$ cat src/rtl/a_row_seed_gen.sv
// a_row_seed_gen
//
// Takes the 128-bit seedA from the seed storage serial output as two 64-bit words and keeps it.
// For each row i of matrix A it then sends the SHAKE128 input block <i>16 || seedA to the A-row
// expander as three 64-bit words. The 18-byte message is little-endian, with byte 0 in
// bits [7:0] of word 0. Padding is added downstream.
//
// The seed stays valid across commands. A command with reload=0 therefore reuses it without
// reading the storage again.
//
// Ports
//   clk, rst        clock; asynchronous active-low reset
//   cmd             {reload, nRows[ROW_W-1:0]}; accepted when cmd_isReady & cmd_canReceive
//   in              seed word (word0 = seed[63:0], word1 = seed[127:64])
//   in_isLast       sender's last-word flag, cross-checked against the local word counter
//   out             row-block word; out_isLast marks word 2 of a row block,
//                   out_isLastRow marks the final word of the command
//   err_seed        sticky in_isLast mismatch flag, cleared by the next accepted command
//
// All valid/ready outputs come from registered state only. No input reaches them through a
// combinational path, apart from the reset gating of cmd_canReceive.

module a_row_seed_gen #(
  parameter int unsigned ROW_W = 11
) (
  input  logic             clk,
  input  logic             rst,

  input  logic [ROW_W:0]   cmd,
  input  logic             cmd_isReady,
  output logic             cmd_canReceive,

  input  logic [63:0]      in,
  input  logic             in_isReady,
  output logic             in_canReceive,
  input  logic             in_isLast,

  output logic [63:0]      out,
  output logic             out_isReady,
  input  logic             out_canReceive,
  output logic             out_isLast,
  output logic             out_isLastRow,

  output logic             err_seed
);

  typedef enum logic [1:0] {StIdle, StLoad, StEmit} state_e;

  state_e           state_q, state_d;
  logic [127:0]     seed_q, seed_d;
  logic             seed_valid_q, seed_valid_d;
  logic [ROW_W-1:0] row_cnt_q, row_cnt_d;
  logic [ROW_W-1:0] n_rows_q, n_rows_d;
  logic [1:0]       word_cnt_q, word_cnt_d;
  logic             err_seed_q, err_seed_d;

  // Decoded command fields
  logic             cmd_reload;
  logic [ROW_W-1:0] cmd_n_rows;

  assign cmd_reload = cmd[ROW_W];
  assign cmd_n_rows = cmd[ROW_W-1:0];

  // Channel transfers
  logic cmd_fire;
  logic in_fire;
  logic out_fire;

  assign cmd_fire = cmd_isReady & cmd_canReceive;
  assign in_fire  = in_isReady  & in_canReceive;
  assign out_fire = out_isReady & out_canReceive;

  // Word position decodes, shared by next-state, datapath and output logic
  logic seed_hi_word;   // the incoming seed word is the second (upper) one
  logic last_word;      // word 2 of the current row block is being presented
  logic last_row;       // the current row is the final row of the command
  logic block_done;     // the final word of the final row is taken this cycle

  assign seed_hi_word = (word_cnt_q == 2'd1);
  assign last_word    = (word_cnt_q == 2'd2);
  // Only evaluated in StEmit, where n_rows_q >= 1, so the subtraction never wraps
  assign last_row     = (row_cnt_q == (n_rows_q - ROW_W'(1)));
  assign block_done   = out_fire & last_word & last_row;

  // ---------------------------------------------------------------------------
  // State register
  // ---------------------------------------------------------------------------
  always_ff @(posedge clk or negedge rst) begin
    if (!rst) begin
      state_q <= StIdle;
    end else begin
      state_q <= state_d;
    end
  end

  // ---------------------------------------------------------------------------
  // Next-state logic
  // ---------------------------------------------------------------------------
  always_comb begin
    state_d = state_q;
    unique case (state_q)
      StIdle: begin
        if (cmd_fire) begin
          if (cmd_reload || !seed_valid_q) begin
            state_d = StLoad;
          end else if (cmd_n_rows == '0) begin
            state_d = StIdle;
          end else begin
            state_d = StEmit;
          end
        end
      end
      StLoad: begin
        if (in_fire && seed_hi_word) begin
          // A zero-row command only refreshes the seed
          state_d = (n_rows_q == '0) ? StIdle : StEmit;
        end
      end
      StEmit: begin
        if (block_done) begin
          state_d = StIdle;
        end
      end
      default: state_d = StIdle;
    endcase
  end

  // ---------------------------------------------------------------------------
  // Datapath registers
  // ---------------------------------------------------------------------------
  always_ff @(posedge clk or negedge rst) begin
    if (!rst) begin
      seed_q       <= '0;
      seed_valid_q <= 1'b0;
      row_cnt_q    <= '0;
      n_rows_q     <= '0;
      word_cnt_q   <= '0;
      err_seed_q   <= 1'b0;
    end else begin
      seed_q       <= seed_d;
      seed_valid_q <= seed_valid_d;
      row_cnt_q    <= row_cnt_d;
      n_rows_q     <= n_rows_d;
      word_cnt_q   <= word_cnt_d;
      err_seed_q   <= err_seed_d;
    end
  end

  always_comb begin
    seed_d       = seed_q;
    seed_valid_d = seed_valid_q;
    row_cnt_d    = row_cnt_q;
    n_rows_d     = n_rows_q;
    word_cnt_d   = word_cnt_q;
    err_seed_d   = err_seed_q;

    unique case (state_q)
      StIdle: begin
        if (cmd_fire) begin
          n_rows_d   = cmd_n_rows;
          row_cnt_d  = '0;
          word_cnt_d = '0;
          err_seed_d = 1'b0;
        end
      end
      StLoad: begin
        if (in_fire) begin
          if (seed_hi_word) begin
            seed_d[127:64] = in;
            seed_valid_d   = 1'b1;
            word_cnt_d     = 2'd0;
          end else begin
            seed_d[63:0] = in;
            word_cnt_d   = 2'd1;
          end
          // The sender's framing is only checked; the word is kept in either case
          if (in_isLast != seed_hi_word) begin
            err_seed_d = 1'b1;
          end
        end
      end
      StEmit: begin
        if (out_fire) begin
          if (last_word) begin
            word_cnt_d = 2'd0;
            row_cnt_d  = row_cnt_q + ROW_W'(1);
          end else begin
            word_cnt_d = word_cnt_q + 2'd1;
          end
        end
      end
      default: ;
    endcase
  end

  // ---------------------------------------------------------------------------
  // Output logic
  // ---------------------------------------------------------------------------
  logic [15:0] row_idx16;
  logic [63:0] word_mux;

  assign row_idx16 = 16'(row_cnt_q);

  // Message bytes 0..1 hold the row index and bytes 2..17 hold the seed
  always_comb begin
    word_mux = '0;
    unique case (word_cnt_q)
      2'd0:    word_mux = {seed_q[47:0], row_idx16};
      2'd1:    word_mux = seed_q[111:48];
      2'd2:    word_mux = {48'h0, seed_q[127:112]};
      default: word_mux = '0;
    endcase
  end

  always_comb begin
    // rst gates cmd_canReceive so that every output is low while reset is held
    cmd_canReceive = rst && (state_q == StIdle);
    in_canReceive  = (state_q == StLoad);
    out_isReady    = (state_q == StEmit);
    out            = out_isReady ? word_mux : 64'h0;
    out_isLast     = out_isReady && last_word;
    out_isLastRow  = out_isReady && last_word && last_row;
    err_seed       = err_seed_q;
  end

  // ---------------------------------------------------------------------------
  // Protocol properties
  // ---------------------------------------------------------------------------
  // A stalled word is held unchanged until it is taken
  property p_out_hold;
    @(posedge clk) disable iff (!rst)
      (out_isReady && !out_canReceive) |=> (out_isReady && $stable(out));
  endproperty
  a_out_hold: assert property (p_out_hold);

  // At most one channel can be open at a time
  property p_one_channel;
    @(posedge clk) disable iff (!rst)
      !((in_canReceive && out_isReady) || (cmd_canReceive && (in_canReceive || out_isReady)));
  endproperty
  a_one_channel: assert property (p_one_channel);

endmodule

$ cat config.mk
export PLATFORM = sky130hd
export DESIGN_NAME = a_row_seed_gen
export DESIGN_NICKNAME = d
export VERILOG_FILES = /design/src/rtl/a_row_seed_gen.sv
export SDC_FILE = /design/constraint.sdc
export NUM_CORES = 1
export LEC_CHECK = 0
export ABC_AREA = 1
export CAP_MARGIN = 5
export CELL_PAD_IN_SITES_DETAIL_PLACEMENT = 2
export CELL_PAD_IN_SITES_GLOBAL_PLACEMENT = 2
export CORE_MARGIN = 2
export CORE_UTILIZATION = 27
export CTS_CLUSTER_DIAMETER = 100
export DETAILED_ROUTE_END_ITERATION = 12
export GPL_ROUTABILITY_DRIVEN = 0
export PLACE_DENSITY_LB_ADDON = 0.1
export SLEW_MARGIN = 20
export SYNTH_ARGS = -nofsm -noshare
export SYNTH_HDL_FRONTEND = slang
export SYNTH_SLANG_ARGS = --single-unit
export TNS_END_PERCENT = 1
$ cat constraint.sdc
create_clock -name clk -period 1.7 [get_ports clk]
set_clock_uncertainty 0.05 [all_clocks]
set_input_delay 0.34 -clock clk [delete_from_list [all_inputs] [get_ports clk]]
set_output_delay 0.34 -clock clk [all_outputs]
set_load 0.01 [all_outputs]
**After elaboration in Yosys (flattened, before gate mapping)**

Cells that the tools add are included.

- Output and inout bits: 70
- Bits in registers: 156
- Logic and storage cells: 73
- Input bits: 82

- Equal/unequal tests: 13
- Multiplexer cells: 23
- Add/subtract/negate cells: 3
- Reduce and logical (&&, ||, !) cells: 20
- Bitwise logic cells: 6

Operators by type and width:

| operator | number |
|---|---|
| 64-bit one-hot mux with 3 select lines | 1 |
| 64-bit two-way mux | 1 |
| 11-bit two-way mux | 3 |
| 11-bit logical NOT | 2 |
| 11-bit one-hot mux with 2 select lines | 1 |
| 2-bit two-way mux | 10 |
| 2-bit by 1-bit != test with 1-bit output (second input constant) | 6 |
| 2-bit one-hot mux with 3 select lines | 2 |
| 4-bit AND reduction | 3 |
| 11-bit by 1-bit adder with 11-bit output (second input constant) | 1 |
| 11-bit == test | 1 |
| 11-bit by 1-bit subtractor with 11-bit output (second input constant) | 1 |
| 3-bit AND reduction | 3 |
| 1-bit AND | 5 |
| 2-bit by 1-bit == test with 1-bit output (second input constant) | 2 |
| 2-bit == test (second input constant) | 2 |
| 1-bit logical AND | 4 |
| 2-bit logical NOT | 2 |
| 1-bit two-way mux | 4 |
| 2-bit nonzero test | 2 |
| 3-bit nonzero test | 1 |
| 2-bit by 1-bit adder with 2-bit output (second input constant) | 1 |
| 2-bit != test (second input constant) | 1 |
| 1-bit one-hot mux with 2 select lines | 1 |
| 5 further kinds | 5 |

**Depth between registers and ports, before layout**

Gate-level depths: netlist of run 1.

- Word-level depth: 6
- Depth in mapped cells: 15

**Worst setup path before layout of run 1**

Ideal clock, no wire load.

- Kind: register to output
- Start: reg state_q[0]
- End: out out[43]
- Stages on the path, launching flop included: 9
- Required time: 1.310 ns
- Arrival: 1.625 ns
- Slack: -0.315 ns
- Path through: dfrtp_1 inv_1 ha_1 buf_4 inv_2 nor2_1 buf_2 buf_2 a22o_1

- Longest elaborated chain between the ends: 2

RTL lines:

| element | RTL line | source |
|---|---|---|
| start, declared | 49 | `state_e state_q, state_d;` |
| start signal, assigned | 90 | `state_q <= StIdle;` |
| start signal, assigned | 92 | `state_q <= state_d;` |
| 2-bit == test | 219 | `out_isReady = (state_q == StEmit);` |
| named net out_isReady | 39 | `output logic out_isReady,` |
| 64-bit two-way mux | 220 | `out = out_isReady ? word_mux : 64'h0;` |
| end, declared | 38 | `output logic [63:0] out,` |

The timed path passes the listed nets, and every way through them passes these cells.

**Worst setup path after layout of run 1**

- Start: reg state_q[0]
- End: out out[27]

- Longest elaborated chain between the ends: 2

RTL lines:

| element | RTL line |
|---|---|
| 2-bit == test | 219 |
| 64-bit two-way mux | 220 |

Every way passes these cells.

==> impl_metrics.json, run 1 <==
{
  "synth_nets": 964,
  "dp_cells": 1412,
  "cp_cell_sequence": "inv_2, ha_4, inv_6, nor2_4, buf_4, buf_8, buf_16, a22o_1, clkdlybuf4s15_2",
  "gr-total-overflow": 0,
  "finalHoldWorstSlack_ns": 0.0301,
  "cp-end-kind": "output port",
  "num_vias": 6789,
  "design_area_sq_um": 10900,
  "yosysWarnings": 0,
  "nNetsFinal": 1200,
  "cts_max_level": 4,
  "placed_area_sq_um": 9940,
  "finalMaxSlewViolations": 0,
  "ys_ff_latch": 156,
  "finalSetupViolations": 168,
  "root_buffer": "clkbuf_16",
  "vias_per_cell": 4.63,
  "drive_above_1_share_pct": 24.2,
  "combPwrFrac_pct": 40.1,
  "fin_crit_sh_pct": 141,
  "clock_power_share_pct": 22.7,
  "core_area_sq_um": 26800,
  "power_frac_seq_pct": 37.3,
  "switching_share_pct": 37.6,
  "die-area_sq_um": 28500,
  "die_w_um": 169,
  "finalHoldViolCount": 0,
  "cts_buffers": 17,
  "yosysSeqAreaShare_pct": 53.2,
  "drcViolationCount": 0,
  "synthTopCellsByArea": "dfrtp_1 53%, nand2_1 13%, o21ai_0 10%, a22o_1 6.3%, inv_1 5.8%",
  "stdcell_count": 1466,
  "worstPathMaxFanout": 7,
  "p_switching_mw": 6.17,
  "fp.dieH_um": 169,
  "worstMarginPinSlew_ns": 0.739,
  "fin_crit_ns": 2.40,
  "grt_pass1_wl_mm": 41.9,
  "utilization_pct": 40.5,
  "r2r_end": "row_cnt_q[9]",
  "grt_pass1_vias": 7816,
  "leakagePower_nw": 5.42,
  "cp-start-kind": "flop",
  "mostFrequentLayoutCell": "nand2_1",
  "drt-initial-drc-count": 204,
  "cts_tree": "yes",
  "hp-class": "in2async",
  "synth_cell_types": 31,
  "crit_required_ns": 1.31,
  "final_cell_mix": "238 x nand2_1, 155 x dfrtp_1, 129 x o21ai_0, 100 x inv_1, 81 x clkdlybuf4s50_1",
  "cts.path.max_buffers": 2,
  "finalSetupTns_ns": -42.88,
  "ff2ff_path_depth": 12,
  "max-slew-margin-rel_pct": 50.7,
  "clk_pin_slew_ns": 0.07,
  "crit_type": "reg2out",
  "p_int_mw": 10.2,
  "max_freq_mhz": 416,
  "syn_inst": 875,
  "worst-path-buf-inv": 6,
  "syn_to_final_growth_pct": 48.0,
  "violations": "setup timing",
  "synth_top_area_share_pct": 53.2,
  "antenna_found_initial": 1,
  "fin_ws_ns": -0.703,
  "slowest_delay_ns": 0.40,
  "r2r_start": "state_q[0]",
  "crit_slowest_cell": "dfrtp_1",
  "grt_max_degree": 101,
  "status": "complete, but fails checks",
  "maxCapViolations": 0,
  "rsz0062_at_grt": "yes",
  "peakVddDrop_v": 0.000472,
  "ioPinCount": 152,
  "antenna_left": 0,
  "rows": 60,
  "critPathTopFamily": "buffers and inverters",
  "clock-sinks": 156,
  "grt_usage_pct": 18.6,
  "wirelength_mm": 25.3,
  "yosysTopAreaCell": "dfrtp_1",
  "clock_latency_ns": 0.43,
  "detail_route.wl_per_cell_um": 17.3,
  "dp_hpwl_mm": 16.7,
  "start_util_pct": 27.4,
  "netlist_area_sq_um": 7340,
  "power.density_nw_per_um2": 1510,
  "ff2ff_setup_slack_ns": -0.33,
  "arrival_ns": 2.01,
  "firstDrtPassIters": 4,
  "numPortBuffers": 151,
  "avgSynthCellArea_sq_um": 8.39
}
[power by group through the flow]
stage / Clock [mW] / Combinational (mW) / Sequential, mW
after floorplan: 0 / 3.12 / 5.89
after global placement: 0 / 5.82 / 6.04
after detailed placement: 0 / 5.99 / 6.12
after CTS: 3.84 / 6.46 / 6.09
after global routing: 3.97 / 7.45 / 6.32
final: 3.72 / 6.58 / 6.11
[synthesized netlist by cell type (all sizes together)]
cell type  number
nand4           2
dfrtp         156
ha              7
nand2         247
xnor2           5
o31ai           1
nor2           37
clkbuf         27
xor2            3
o211a           1
inv           119
nand3          23
o21ai         150
o211ai         10
nor4            3
a21oi           6
buf            18
o22ai           1
nor3            4
a22o           53
nor3b           2
[flip-flops by register name, summed over array words and instances, names as in the netlist]
name,cells
n_rows_q,11
seed_q,128
row_cnt_q,11
err_seed,1
word_cnt_q,2
state_q,2
seed_valid_q,1
[cell families (layout without fill, tap and decap cells)]
kind of cell | after synthesis | after routing | synth area share [%]
other | 0 | 1 | 0
DFF | 156 | 156 | 53.2
xor gates and xnor gates | 8 | 8 | 0.954
AOI/OAI and AO/OA | 222 | 222 | 18.3
and+or+nand+nor | 318 | 318 | 17.7
adders and majority gates | 7 | 7 | 1.19
buffers and inverters | 164 | 413 | 8.71
[final cells by class]
type	count	area, sq um
sequential	156	3910
multi-input combinational	555	3000
tap	341	427
fill	3005	15900
clock buffer	18	429
antenna	1	2.50
inverter	119	457
clock inverter	14	133
timing repair buffer	262	2510
[per-layer routing]
layer  vias to the layer above  part of all wire (%)  track usage [%]
met4                         0                  0.99             4.57
met3                        21                   4.4             4.47
li1                       3299                     -                -
met5                         -                     0                0
met2                       100                    52             33.4
met1                      3369                    43             22.3
[repair_timing]
action	in CTS	in global routing
pin swaps	10	33
endpoints found under the hold margin	51	0
setup buffers	15	0
cloned	4	1
endpoints found under the setup margin	214	215
resized for setup	212	162
hold buffers	1	0
[stage by stage]
stage / power (mW) / worst slack [ns]
6_report: 16.4 / -0.703
5_1_grt: 17.7 / -0.825
4_1_cts: 16.4 / -0.710
3_5_place_dp: 12.1 / -0.846
3_3_place_gp: 11.9 / -0.776
2_1_floorplan: 9.01 / -0.198
[worst max path at each step]
| stage | start | end | slack (ns) | cells after the start |
|---|---|---|---|---|
| floorplan | state_q[0] | out_isLastRow | -0.20 | 11 |
| global placement | n_rows_q[0] | out_isLastRow | -0.78 | 10 |
| detailed placement | n_rows_q[0] | out_isLastRow | -0.85 | 11 |
| CTS | n_rows_q[0] | out_isLastRow | -0.71 | 12 |
| global route | n_rows_q[1] | out_isLastRow | -0.82 | 11 |
| finish | state_q[0] | out[27] | -0.70 | 9 |
(Power assumes the default switching activity.)
==> run 2, diff against run 1 <==
- ABC_CLOCK_PERIOD_IN_PS: default -> 1700
==> results of run 2 <==
The final DEF is identical to that of run 1; final timing and power are the same.
